$ cat config.mk
export PLATFORM = sky130hd
export DESIGN_NAME = counter_call_dispatcher_flat
export DESIGN_NICKNAME = d
export VERILOG_FILES = /design/src/rtl/counter_call_dispatcher_if.sv /design/src/rtl/counter_call_dispatcher.sv /design/src/flat_wrapper.sv
export SDC_FILE = /design/constraint.sdc
export NUM_CORES = 1
export LEC_CHECK = 0
export CELL_PAD_IN_SITES_DETAIL_PLACEMENT = 0
export CELL_PAD_IN_SITES_GLOBAL_PLACEMENT = 1
export CORE_MARGIN = 4
export CORE_UTILIZATION = 30
export DETAILED_ROUTE_END_ITERATION = 10
export PLACE_DENSITY_LB_ADDON = 0.1
export SYNTH_ARGS = -nofsm -noshare
export SYNTH_HDL_FRONTEND = slang
export SYNTH_SLANG_ARGS = --single-unit
$ cat constraint.sdc
create_clock -name clk -period 5.5 [get_ports clk]
set_input_delay 1.1 -clock clk [delete_from_list [all_inputs] [get_ports clk]]
set_output_delay 1.1 -clock clk [all_outputs]
set_load 0.005 [all_outputs]
$ cat src/rtl/counter_call_dispatcher_if.sv
// Bundles the dispatcher's ticket/call inputs and its display/service outputs.
// Latency: none, wiring only.
// Backpressure: none; the dispatcher side is the slave modport, the ticket/counter side is master.
// Ports: take_pulse, call_req[4:0] (master -> slave); current_number, wait_count, queue_full,
//   call_valid, counter_call[2:0], number_service, counter_busy[4:0],
//   A_serviceNumber .. E_serviceNumber (slave -> master).
interface counter_call_dispatcher_if #(
  parameter int NUM_W = 6
);
  logic             take_pulse;
  logic [4:0]       call_req;
  logic [NUM_W-1:0] current_number;
  logic [NUM_W-1:0] wait_count;
  logic             queue_full;
  logic             call_valid;
  logic [2:0]       counter_call;
  logic [NUM_W-1:0] number_service;
  logic [4:0]       counter_busy;
  logic [NUM_W-1:0] A_serviceNumber;
  logic [NUM_W-1:0] B_serviceNumber;
  logic [NUM_W-1:0] C_serviceNumber;
  logic [NUM_W-1:0] D_serviceNumber;
  logic [NUM_W-1:0] E_serviceNumber;

  modport master (
    output take_pulse, call_req,
    input  current_number, wait_count, queue_full, call_valid, counter_call,
           number_service, counter_busy, A_serviceNumber, B_serviceNumber,
           C_serviceNumber, D_serviceNumber, E_serviceNumber
  );

  modport slave (
    input  take_pulse, call_req,
    output current_number, wait_count, queue_full, call_valid, counter_call,
           number_service, counter_busy, A_serviceNumber, B_serviceNumber,
           C_serviceNumber, D_serviceNumber, E_serviceNumber
  );
endinterface

$ cat src/rtl/counter_call_dispatcher.sv
// Issues ticket numbers and grants the next waiting ticket to one of five service counters per cycle.
// Latency: call_req latched at edge N, earliest grant registered at edge N+1; takes count from their edge.
// Backpressure: takes dropped while queue_full; busy counters' requests ignored; pending calls wait for tickets.
// Ports: clk, rst (sync, active high); bus = counter_call_dispatcher_if.slave (see interface file).
// Optional: define COUNTER_A_PRIORITY_EN to make counter A win whenever eligible, B..E round-robin.
module counter_call_dispatcher #(
  parameter int NUM_W          = 6,
  parameter int MAX_TICKET     = 63,
  parameter int QUEUE_MAX      = 31,
  parameter int SERVICE_CYCLES = 8
) (
  input  logic                     clk,
  input  logic                     rst,
  counter_call_dispatcher_if.slave bus
);
  localparam int TW = $clog2(SERVICE_CYCLES + 1);

  logic [NUM_W-1:0] curNum, waitCnt, nextServe, numService;
  logic [NUM_W-1:0] svcNum [5];
  logic [TW-1:0]    timer [5];
  logic [4:0]       pending, busy, eligible, rrMask, grantOh;
  logic [2:0]       ptr, grantIdx, counterCall, idx;
  logic [3:0]       sumIdx;
  logic             grantVld, callValid, takeOk, queueFull;

  // Ticket numbers run 1..MAX_TICKET; 0 only appears out of reset.
  function automatic logic [NUM_W-1:0] wrapInc(input logic [NUM_W-1:0] v);
    return (v == NUM_W'(MAX_TICKET)) ? NUM_W'(1) : v + NUM_W'(1);
  endfunction

  assign queueFull = (waitCnt == NUM_W'(QUEUE_MAX));
  assign takeOk    = bus.take_pulse && !queueFull;

  always_comb begin
    for (int i = 0; i < 5; i++) begin
      busy[i] = (timer[i] != '0);
    end
  end

  assign eligible = pending & ~busy;

  // Round-robin search from ptr+1: scan offsets from farthest to nearest so
  // the nearest eligible counter overwrites and wins.
  always_comb begin
    grantVld = 1'b0;
    grantIdx = '0;
    sumIdx   = '0;
    idx      = '0;
    rrMask   = eligible;
`ifdef COUNTER_A_PRIORITY_EN
    rrMask[0] = 1'b0;
`endif
    for (int k = 5; k >= 1; k--) begin
      sumIdx = {1'b0, ptr} + 4'(k);
      idx    = (sumIdx >= 4'd5) ? 3'(sumIdx - 4'd5) : sumIdx[2:0];
      if (rrMask[idx]) begin
        grantVld = 1'b1;
        grantIdx = idx;
      end
    end
`ifdef COUNTER_A_PRIORITY_EN
    if (eligible[0]) begin
      grantVld = 1'b1;
      grantIdx = 3'd0;
    end
`endif
    // Only tickets already counted before this edge can be served.
    if (waitCnt == '0) begin
      grantVld = 1'b0;
      grantIdx = '0;
    end
  end

  assign grantOh = grantVld ? (5'b00001 << grantIdx) : 5'b00000;

  always_ff @(posedge clk) begin
    if (rst) begin
      curNum      <= '0;
      waitCnt     <= '0;
      nextServe   <= NUM_W'(1);
      numService  <= '0;
      pending     <= '0;
      ptr         <= 3'd4;
      callValid   <= 1'b0;
      counterCall <= '0;
      for (int i = 0; i < 5; i++) begin
        timer[i]  <= '0;
        svcNum[i] <= '0;
      end
    end else begin
      if (takeOk) begin
        curNum <= wrapInc(curNum);
      end
      // A take and a grant on the same edge cancel out.
      case ({takeOk, grantVld})
        2'b10:   waitCnt <= waitCnt + NUM_W'(1);
        2'b01:   waitCnt <= waitCnt - NUM_W'(1);
        default: waitCnt <= waitCnt;
      endcase
      pending <= (pending | (bus.call_req & ~busy)) & ~grantOh;
      for (int i = 0; i < 5; i++) begin
        if (grantOh[i]) begin
          timer[i]  <= TW'(SERVICE_CYCLES);
          svcNum[i] <= nextServe;
        end else if (timer[i] != '0) begin
          timer[i] <= timer[i] - TW'(1);
        end
      end
      callValid   <= grantVld;
      counterCall <= grantVld ? grantIdx + 3'd1 : 3'd0;
      if (grantVld) begin
        numService <= nextServe;
        nextServe  <= wrapInc(nextServe);
`ifdef COUNTER_A_PRIORITY_EN
        if (grantIdx != 3'd0) begin
          ptr <= grantIdx;
        end
`else
        ptr <= grantIdx;
`endif
      end
    end
  end

  assign bus.current_number  = curNum;
  assign bus.wait_count      = waitCnt;
  assign bus.queue_full      = queueFull;
  assign bus.call_valid      = callValid;
  assign bus.counter_call    = counterCall;
  assign bus.number_service  = numService;
  assign bus.counter_busy    = busy;
  assign bus.A_serviceNumber = svcNum[0];
  assign bus.B_serviceNumber = svcNum[1];
  assign bus.C_serviceNumber = svcNum[2];
  assign bus.D_serviceNumber = svcNum[3];
  assign bus.E_serviceNumber = svcNum[4];
endmodule

$ cat src/flat_wrapper.sv
// flat-port wrapper written by rule: the top's interface ports become plain ports
module counter_call_dispatcher_flat 
#(
  parameter int NUM_W          = 6,
  parameter int MAX_TICKET     = 63,
  parameter int QUEUE_MAX      = 31,
  parameter int SERVICE_CYCLES = 8
)
  (clk, rst, bus_take_pulse, bus_call_req, bus_current_number, bus_wait_count, bus_queue_full, bus_call_valid, bus_counter_call, bus_number_service, bus_counter_busy, bus_A_serviceNumber, bus_B_serviceNumber, bus_C_serviceNumber, bus_D_serviceNumber, bus_E_serviceNumber);
  counter_call_dispatcher_if #(.NUM_W(NUM_W)) bus_i ();
  input  logic clk;
  input  logic rst;
  input wire logic [$bits(bus_i.take_pulse)-1:0] bus_take_pulse;
  input wire logic [$bits(bus_i.call_req)-1:0] bus_call_req;
  output wire logic [$bits(bus_i.current_number)-1:0] bus_current_number;
  output wire logic [$bits(bus_i.wait_count)-1:0] bus_wait_count;
  output wire logic [$bits(bus_i.queue_full)-1:0] bus_queue_full;
  output wire logic [$bits(bus_i.call_valid)-1:0] bus_call_valid;
  output wire logic [$bits(bus_i.counter_call)-1:0] bus_counter_call;
  output wire logic [$bits(bus_i.number_service)-1:0] bus_number_service;
  output wire logic [$bits(bus_i.counter_busy)-1:0] bus_counter_busy;
  output wire logic [$bits(bus_i.A_serviceNumber)-1:0] bus_A_serviceNumber;
  output wire logic [$bits(bus_i.B_serviceNumber)-1:0] bus_B_serviceNumber;
  output wire logic [$bits(bus_i.C_serviceNumber)-1:0] bus_C_serviceNumber;
  output wire logic [$bits(bus_i.D_serviceNumber)-1:0] bus_D_serviceNumber;
  output wire logic [$bits(bus_i.E_serviceNumber)-1:0] bus_E_serviceNumber;
  assign bus_i.take_pulse = bus_take_pulse;
  assign bus_i.call_req = bus_call_req;
  assign bus_current_number = bus_i.current_number;
  assign bus_wait_count = bus_i.wait_count;
  assign bus_queue_full = bus_i.queue_full;
  assign bus_call_valid = bus_i.call_valid;
  assign bus_counter_call = bus_i.counter_call;
  assign bus_number_service = bus_i.number_service;
  assign bus_counter_busy = bus_i.counter_busy;
  assign bus_A_serviceNumber = bus_i.A_serviceNumber;
  assign bus_B_serviceNumber = bus_i.B_serviceNumber;
  assign bus_C_serviceNumber = bus_i.C_serviceNumber;
  assign bus_D_serviceNumber = bus_i.D_serviceNumber;
  assign bus_E_serviceNumber = bus_i.E_serviceNumber;
  counter_call_dispatcher #(.NUM_W(NUM_W), .MAX_TICKET(MAX_TICKET), .QUEUE_MAX(QUEUE_MAX), .SERVICE_CYCLES(SERVICE_CYCLES)) u_core (.clk(clk), .rst(rst), .bus(bus_i));
endmodule
==> results by group, run 1 <==
Status
  • Status: finished clean

Synthesis
  • Synth Register Bits: 86
  • Gate Count Post-Synth: 502
  • Post-synth EDFFs: 50
  • Synth async-reset ratio: 0
  • Ys flop type: edfxtp_1
  • Seq/Total Area, Yosys: 0.451
  • Cell variety after synth: 69
  • Syn avg cell area: 9.82 um^2
  • Ys Warns: 0
  • Syn_nets: 545
  • Synthesized cell area: 4930 um^2

Global routing
  • Global-route wire length before repair: 20.8 mm
  • Aggregate global routing overflow: 0
  • GRT Total Usage: 0.144
  • Largest net degree at the start of global routing: 32
  • Initial antenna violation count: 0
  • Number of global-route vias before repair: 3979

Drt
  • DR iter-0 viols: 162
  • WL/cell: 16.4 um
  • First-pass detailed-route iteration total: 4
  • Via count: 3964
  • Drt total wl: 13.0 mm
  • Routed Antenna Nets: 0
  • DR vias/cell: 4.97
  • Residual DRC count: 0

Timing
  • Slew headroom: 0.355
  • Setup violation total in the final timing report: 0
  • Final Cycle Share: 0.943
  • Worst setup margin: 0.314 ns
  • Clock skew: 0.00718 ns
  • Fin. max-slew vios: 0
  • Final Critical Period: 5.19 ns
  • Sum of negative setup slack: 0 ns
  • Fmax: 0.193 GHz
  • RSZ-0062 raised after global routing: false
  • Fin. Hold Viols: 0
  • Slew @ Worst Pin: 0.954 ns

Finish
  • Fillcell total: 1667
  • Nets: 619
  • P&R area growth vs syn: 25.9%
  • Most frequent cells in the layout: 65 x clkdlybuf4s50_1, 50 x edfxtp_1, 49 x nor2_1, 37 x inv_1, 36 x dfxtp_1
  • Layout Cells excl Fill: 797
  • Most common cell after layout, fill and taps aside: clkdlybuf4s50_1
  • Final antenna diode count: 0
  • Layout cells sized above 1: 0.0826
  • Design area: 6200 um^2

Worst setup path
  • Flop2flop setup slack: 0.31 ns
  • R2r worst-path depth: 18
  • Worst EP arrival: 5.46 ns
  • Setup crit end: u_core.bus.wait_count[5]$_SDFFE_PP0P_
  • Crit end category: register
  • Max FO, Critical Path: 12
  • Critical R2R Launch: u_core.ptr[1]$_SDFFE_PP0P_
  • Crit. Startpoint: u_core.ptr[1]$_SDFFE_PP0P_
  • Reg2reg end: u_core.bus.wait_count[5]$_SDFFE_PP0P_
  • WS Path Type: reg -> reg
  • CP required: 5.78 ns
  • CP startpoint kind: register

Pwr
  • Leakage power: 2.41 nW
  • Maximum VDD drop: 0.000315 V
  • PwrDens: 640 nW/um^2

Clock network
  • Cts bufs inserted: 9
  • Reg clk slew, reported paths: 0.06 ns
  • Post-CTS sizing: 0
  • CTS root buf: clkbuf_16
  • Clk Latency, worst-skew pair: 0.35 ns
  • Max clock buf depth: 2
  • CTS tree: built
  • Htree depth: 3
  • Clock Sinks: 86
  • Setup bufs post-CTS: 0
  • Post-CTS Hold Fix Bufs: 0

Worst hold path
  • Worst Hold Class: reg -> reg

Floorplan
  • Die ar.: 18500 um^2
  • Ports: 66
  • Die width: 136 um
  • Site row count: 46
  • Initial Util: 0.308
  • Core area: 16000 um^2
  • Die Ht: 136 um

Flow run
  • Max cap viols: 0

Place
  • Detailed placer's ending HPWL: 9.67 mm
  • Placed cells: 781
  • Dpl cell area: 5890 um^2
  • Buffers on Ports: 65
  • Pre-CTS setup slack: 0.337 ns
  • Final RePlAce weighted congestion: 0.851
final cells by class:
class                   count  area, um^2  area share
clock buffers               9         225      0.0363
clock inverters             7        88.8      0.0143
inverters                  40         150      0.0242
multi-input cells         357        2470       0.398
flip-flops and latches     86        2220       0.358
well taps                 216         270      0.0436
repair buffers             82         778       0.125
power by group:
group	internal [mW]	switching (mW)
clock	0.362	0.281
sequential	0.923	0.150
combinational	0.956	1.30
critical path, stage by stage (launching register included):
cell and delay (ns):
dfxtp_1 0.55, inv_1 0.25, ha_1 0.46, and4bb_2 0.31, a211o_1 0.31, a2111oi_1 0.52, nor3_1 0.11, or4b_4 0.56
o31ai_4 0.20, inv_2 0.11, ha_1 0.26, ha_1 0.29, a21o_1 0.18, a21oi_1 0.21, o21bai_1 0.09, a21oi_1 0.17
xnor2_1 0.09, or3_1 0.30, a21oi_1 0.13
kinds of logic after synthesis:
group / synth area share
mux: 0.0208
flops: 0.451
xor+xnor: 0.0284
simple gates: 0.200
compound gates: 0.157
fa+ha+maj: 0.0919
buf+inv: 0.0513
layer usage:
metal  track usage  wire [um]  vias to the layer above  share of wire
li1              -          -                     1975              -
met1         0.198       6550                     1901           0.50
met2         0.224       5810                       72           0.45
met3        0.0289        449                       16          0.034
met4        0.0504        231                        0          0.018
met5             0          0                        -              0
state kept, by name, indices dropped and copies added, names as in the netlist:
register / count
u_core.pending: 5
u_core.bus.counter_call: 3
u_core.bus.call_valid: 1
u_core.bus.current_number: 6
u_core.nextServe: 6
u_core.svcNum: 30
u_core.bus.number_service: 6
u_core.timer: 20
u_core.bus.wait_count: 6
u_core.ptr: 3
worst min-delay path by stage:
| stage | from | endpoint | slack (ns) | depth (start not counted) |
|---|---|---|---|---|
| after floorplan | u_core.pending[3]$_SDFF_PP0_ | u_core.pending[3]$_SDFF_PP0_ | 0.43 | 2 |
| after global placement | u_core.pending[3]$_SDFF_PP0_ | u_core.pending[3]$_SDFF_PP0_ | 0.46 | 2 |
| after detailed placement | u_core.pending[3]$_SDFF_PP0_ | u_core.pending[3]$_SDFF_PP0_ | 0.46 | 2 |
| after CTS | u_core.pending[0]$_SDFF_PP0_ | u_core.pending[0]$_SDFF_PP0_ | 0.49 | 2 |
| after global routing | u_core.pending[1]$_SDFF_PP0_ | u_core.pending[1]$_SDFF_PP0_ | 0.52 | 2 |
| final | u_core.pending[3]$_SDFF_PP0_ | u_core.pending[3]$_SDFF_PP0_ | 0.48 | 2 |
per-stage QoR:
stage | utilization | total power, mW | hold WS (ns)
3_5_place_dp | 0.368 | 3.35 | 0.464
4_1_cts | 0.388 | 4.01 | 0.487
6_report | 0.388 | 3.97 | 0.477
5_1_grt | 0.388 | 4.31 | 0.516
2_1_floorplan | - | 2.64 | 0.429
3_3_place_gp | 0.368 | 3.33 | 0.459
synthesized netlist by cell type (5+ instances only):
library cell  number  area share
nand2b_1           5      0.0063
or3_1              9       0.011
clkbuf_1          13      0.0099
nor3_1            25       0.025
a31oi_1            6      0.0076
o31ai_1            8       0.012
nor2_1            49       0.037
o21ai_0           19       0.019
edfxtp_1          50        0.30
xor2_1             6       0.011
mux2i_1            8       0.016
nor4bb_1           5       0.010
a211o_1            5      0.0089
and3_1             6      0.0076
a21oi_1           35       0.036
xnor2_1           10       0.018
a211oi_1           6      0.0091
and2_1            16       0.020
nor2b_1            8       0.010
nand2_1           22       0.017
dfxtp_1           36        0.15
nand3_1            8      0.0081
inv_1             37       0.028
ha_1              33       0.084
Power figures use the tool's default switching activity.
==> inputs of run 2 (changes only) <==
--- a/config.mk
+++ b/config.mk
@@ -11,6 +11,7 @@
 export CORE_UTILIZATION = 30
 export DETAILED_ROUTE_END_ITERATION = 10
 export PLACE_DENSITY_LB_ADDON = 0.1
+export REMOVE_ABC_BUFFERS = 1
 export SYNTH_ARGS = -nofsm -noshare
 export SYNTH_HDL_FRONTEND = slang
 export SYNTH_SLANG_ARGS = --single-unit
==> results by group, run 2 (same netlist as run 1, synthesis figures left out) <==
Status
  • Status: finished clean

Timing
  • Hold slack: 0.461 ns
  • Final Cycle Share: 0.903
  • Worst setup margin: 0.533 ns
  • Sum of negative setup slack: 0 ns
  • Setup violation total in the final timing report: 0
  • Fmax: 0.201 GHz
  • Slew headroom: 0.435
  • Fin. max-slew vios: 0
  • Final Critical Period: 4.97 ns
  • RSZ-0062 raised after global routing: false
  • Slew @ Worst Pin: 0.845 ns
  • Clock skew: 0.00865 ns
  • Fin. Hold Viols: 0

Drt
  • First-pass detailed-route iteration total: 4
  • Residual DRC count: 0
  • WL/cell: 16.1 um
  • DR iter-0 viols: 172
  • Routed Antenna Nets: 0
  • DR vias/cell: 4.90
  • Via count: 3920
  • Drt total wl: 12.9 mm

Pwr
  • Sequential power share: 0.267
  • NetSw: 1.73 mW
  • Switching part of the total: 0.436
  • Final Power: 3.98 mW
  • Leakage power: 2.42 nW
  • Clock share of power: 0.158
  • Maximum VDD drop: 0.000372 V
  • PwrDens: 640 nW/um^2
  • Combinational Power Share: 0.575
  • Int Pwr: 2.25 mW

Place
  • Dpl cell area: 5910 um^2
  • Final RePlAce weighted congestion: 0.837
  • Detailed placer's ending HPWL: 9.66 mm
  • Placed cells: 784
  • Pre-CTS setup slack: 0.434 ns
  • Buffers on Ports: 65

Clock network
  • Cts bufs inserted: 9
  • CTS root buf: clkbuf_16
  • Clk Latency, worst-skew pair: 0.34 ns
  • Reg clk slew, reported paths: 0.07 ns
  • Setup bufs post-CTS: 0
  • Htree depth: 3
  • CTS tree: built
  • Max clock buf depth: 2
  • Clock Sinks: 86

Worst setup path
  • Max FO, Critical Path: 10
  • Worst EP arrival: 5.24 ns
  • Crit path buf inv count: 3
  • CP peak stage delay: 0.56 ns
  • CP required: 5.78 ns
  • Critical R2R Launch: u_core.ptr[0]$_SDFFE_PP0P_
  • WS Path Type: reg -> reg
  • CP startpoint kind: register
  • Kind of cell adding the most delay to the critical path: compound AO/OA/AOI/OAI gates
  • Crit. Startpoint: u_core.ptr[0]$_SDFFE_PP0P_
  • Crit end category: register
  • Slowest CP cell: or4b_4
  • CP cell instances: clkinv_1 > ha_1 > buf_4 > nor2b_1 > a2111oi_0 > a2111oi_1 > nor3_1 > or4b_4 > o31ai_4 > inv_2 > ha_1 > ha_1 > a21o_1 > a21oi_1 > o21bai_1 > a21oi_1 > xnor2_1 > or3_1 > a21oi_1

Floorplan
  • Ports: 66
  • Die Ht: 136 um
  • Core area: 16000 um^2
  • Die width: 136 um
  • Die ar.: 18500 um^2
  • Initial Util: 0.308
  • Site row count: 46

Worst hold path
  • Hold Crit Start: u_core.pending[3]$_SDFF_PP0_
  • Worst Hold Class: reg -> reg

Global routing
  • Aggregate global routing overflow: 0
  • Global-route wire length before repair: 20.7 mm
  • Number of global-route vias before repair: 3919
  • GRT Total Usage: 0.143
  • Initial antenna violation count: 0
  • Largest net degree at the start of global routing: 32

Finish
  • Register area: 2220 um^2
  • Final Core Density: 0.389
  • Fillcell total: 1669
  • Layout cells sized above 1: 0.0856
  • Nets: 622
  • Max FFs per register: 30
  • Most common cell after layout, fill and taps aside: clkdlybuf4s50_1
  • P&R area growth vs syn: 26.2%
  • Area taken by multi-input logic gates: 2460 um^2
  • Largest registers: u_core.svcNum (30), u_core.timer (20)
  • Most frequent cells in the layout: 65 x clkdlybuf4s50_1, 50 x edfxtp_1, 49 x nor2_1, 37 x inv_1
  • Largest Register: u_core.svcNum
  • Final antenna diode count: 0
  • Layout Cells excl Fill: 800
  • Design area: 6220 um^2

Flow run
  • Max cap viols: 0
## run 2: cell count changes in the layout (fill, tap and decap cells not counted), sizes merged
cell,previous run,this run
clkinv,4,3
buf,17,20
clkinvlp,1,2
## run 2: worst paths after layout
check / cells after the start / to / slack (ns)
hold reg to reg: 2 / u_core.pending[3]$_SDFF_PP0_ / 0.46
setup / recovery: 19 / u_core.bus.wait_count[5]$_SDFFE_PP0P_ / 0.53
hold / removal: 2 / u_core.pending[3]$_SDFF_PP0_ / 0.46
setup reg to reg: 19 / u_core.bus.wait_count[5]$_SDFFE_PP0P_ / 0.53
## run 2: final cells by class
type,instances,share of cell area
inverters,40,0.0241
clock buffers,9,0.0362
well taps,216,0.0435
repair buffers,85,0.131
flip-flops and latches,86,0.357
clock inverters,7,0.0129
multi-input cells,357,0.395
## run 2: repair_timing
action,in CTS,in global routing
gates resized for setup,0,1
setup endpoints to repair,0,1
hold buffers,0,0
## run 2: routing by layer
| layer | track usage | part of all wire | vias to the layer above |
|---|---|---|---|
| met1 | 0.186 | 0.47 | 1865 |
| met4 | 0.0442 | 0.018 | 0 |
| li1 | - | - | 1976 |
| met5 | 0 | 0 | - |
| met3 | 0.0366 | 0.039 | 16 |
| met2 | 0.233 | 0.48 | 63 |
## run 2: worst reg2reg max path, stage by stage (launching register included)
cell       delay [ns]
dfxtp_1          0.33
clkinv_1         0.29
ha_1             0.43
buf_4            0.18
nor2b_1          0.25
a2111oi_0        0.17
a2111oi_1        0.48
nor3_1           0.10
or4b_4           0.56
o31ai_4          0.21
inv_2            0.13
ha_1             0.27
ha_1             0.30
a21o_1           0.18
a21oi_1          0.22
o21bai_1         0.09
a21oi_1          0.18
xnor2_1          0.09
or3_1            0.30
a21oi_1          0.14
## run 2: power groups by stage
stage	combinational, mW	sequential, mW	clock (mW)
after global routing	2.56	1.09	0.675
after floorplan	1.47	1.07	0
after detailed placement	2.30	1.08	0
after CTS	2.31	1.06	0.653
after global placement	2.28	1.07	0
final	2.29	1.06	0.628
==> inputs of run 3 (changes only) <==
==> constraint.sdc (replaced) <==
create_clock -name clk -period 4.46 [get_ports clk]
set_input_delay 0.892 -clock clk [delete_from_list [all_inputs] [get_ports clk]]
set_output_delay 0.892 -clock clk [all_outputs]
set_load 0.005 [all_outputs]
==> results by group, run 3 (same netlist as run 1, synthesis figures left out) <==
Global routing
  • Largest net degree at the start of global routing: 31
  • Aggregate global routing overflow: 0
  • Number of global-route vias before repair: 4088
  • GRT Total Usage: 0.143
  • Global-route wire length before repair: 20.7 mm
  • Initial antenna violation count: 0

Finish
  • Largest registers: u_core.svcNum (30), u_core.timer (20)
  • Layout cells sized above 1: 0.184
  • Most common cell after layout, fill and taps aside: clkdlybuf4s50_1
  • Most frequent cells in the layout: 65 x clkdlybuf4s50_1, 50 x edfxtp_1, 48 x nor2_1, 44 x buf_4, 37 x inv_1
  • Final Core Density: 0.410
  • P&R area growth vs syn: 33.2%
  • Largest Register: u_core.svcNum
  • Final antenna diode count: 0
  • Max FFs per register: 30
  • Design area: 6560 um^2
  • Nets: 647

Worst setup path
  • Worst EP arrival: 4.36 ns
  • Reg2reg end: u_core.svcNum[0][13]$_DFFE_PP_
  • CP required: 4.54 ns
  • CP startpoint kind: register
  • WS Path Type: reg -> reg
  • Flop2flop setup slack: 0.18 ns
  • Crit end category: register
  • R2r worst-path depth: 19
  • Critical R2R Launch: u_core.ptr[0]$_SDFFE_PP0P_
  • Max FO, Critical Path: 9

Timing
  • Sum of negative setup slack: 0 ns
  • Fin. Hold Viols: 0
  • Final Cycle Share: 0.960
  • Slew @ Worst Pin: 0.725 ns
  • Final Critical Period: 4.28 ns
  • Setup violation total in the final timing report: 0
  • Hold slack: 0.473 ns
  • Slew headroom: 0.516
  • Clock skew: 0.0107 ns
  • Fmax: 0.233 GHz
  • Fin. max-slew vios: 0

Drt
  • Via count: 4099
  • Residual DRC count: 0
  • DR iter-0 viols: 192
  • First-pass detailed-route iteration total: 4
  • DR vias/cell: 4.97
  • Routed Antenna Nets: 0
  • Drt total wl: 13.3 mm
  • WL/cell: 16.1 um

Floorplan
  • Site row count: 46
  • Die width: 136 um
  • Initial Util: 0.308
  • Die ar.: 18500 um^2
  • Die Ht: 136 um
  • Ports: 66
  • Core area: 16000 um^2

Clock network
  • Reg clk slew, reported paths: 0.07 ns
  • Htree depth: 3
  • Clk Latency, worst-skew pair: 0.34 ns
  • Max clock buf depth: 2
  • Clock Sinks: 86
  • CTS root buf: clkbuf_16
  • CTS tree: built
  • Post-CTS Hold Fix Bufs: 0
  • Cts bufs inserted: 9

Place
  • Buffers on Ports: 65
  • Dpl cell area: 6080 um^2
  • Detailed placer's ending HPWL: 9.85 mm
  • Final RePlAce weighted congestion: 0.825

Flow run
  • Max cap viols: 0

Worst hold path
  • Worst Hold Class: reg -> reg
  • Hold Path Sink: u_core.pending[0]$_SDFF_PP0_
  • Hold Crit Depth: 2
  • Hold Crit Start: u_core.pending[0]$_SDFF_PP0_

Pwr
  • PwrDens: 814 nW/um^2
  • Final Power: 5.34 mW
  • Leakage power: 2.54 nW
  • Maximum VDD drop: 0.000403 V

Status
  • Status: finished clean
[run 3: cell count changes in the layout (fill, tap and decap cells not counted), moves of 4 or more]
cell	before	now
a21oi_1	35	31
buf_4	19	44
ha_1	33	29
and2_1	16	10
o31ai_1	7	3
a21oi_2	1	5
and2_2	0	6
[run 3: layout make-up]
type | count | area [um^2]
well taps | 216 | 270
flip-flops and latches | 86 | 2230
multi-input cells | 357 | 2640
clock buffers | 9 | 225
clock inverters | 7 | 55.1
fillers | 1589 | 9440
inverters | 40 | 154
repair buffers | 110 | 992
[run 3: through the flow]
stage	cells	setup WS, ns
after floorplan	483	-1.39
after global placement	807	0.0599
after detailed placement	807	-0.0389
after CTS	823	0.00805
after global routing	825	-0.0243
final	825	0.177
[run 3: metal layers]
layer / up-vias / wire length [um] / part of all wire / track usage
met1: 1987 / 6170 / 0.47 / 0.187
met2: 77 / 6380 / 0.48 / 0.233
li1: 2023 / - / - / -
met5: - / 0 / 0 / 0
met4: 0 / 154 / 0.012 / 0.0398
met3: 12 / 549 / 0.041 / 0.0377
[run 3: timing repair]
item	4_1_cts	5_1_grt
resized for setup	6	45
endpoints found under the hold margin	0	0
setup buffers	0	1
pin swaps	0	14
endpoints found under the setup margin	3	91
cloned	0	1
[run 3: how the worst max path moves through the flow]
stage                                                       end                              from  cells after the start
after CTS                        u_core.svcNum[0][20]$_DFFE_PP_  u_core.timer[1][0]$_SDFFCE_PN0P_                     17
after global routing             u_core.svcNum[0][13]$_DFFE_PP_        u_core.ptr[0]$_SDFFE_PP0P_                     19
after detailed placement  u_core.bus.wait_count[5]$_SDFFE_PP0P_        u_core.ptr[0]$_SDFFE_PP0P_                     18
final                            u_core.svcNum[0][13]$_DFFE_PP_        u_core.ptr[0]$_SDFFE_PP0P_                     19
after global placement    u_core.bus.wait_count[5]$_SDFFE_PP0P_        u_core.ptr[0]$_SDFFE_PP0P_                     18
after floorplan           u_core.bus.wait_count[5]$_SDFFE_PP0P_        u_core.ptr[0]$_SDFFE_PP0P_                     18
[run 3: worst max-delay path: stages, from the launching register on]
cell and delay [ns]:
dfxtp_2 0.34, inv_2 0.09, buf_6 0.14, ha_2 0.18
inv_1 0.06, fa_2 0.43, or3_4 0.39, and2_1 0.18
a211o_1 0.33, a211o_1 0.38, o22ai_2 0.27, o31ai_4 0.12
buf_4 0.16, ha_1 0.17, inv_1 0.07, nand2_1 0.06
o41ai_2 0.07, a211oi_2 0.16, buf_4 0.20, and2_2 0.23
[run 3: report_power, final]
part | leakage [nW] | internal, mW | switching (mW)
logic | 1.58 | 1.52 | 1.80
clock network | 0.134 | 0.384 | 0.331
registers | 0.828 | 1.14 | 0.172
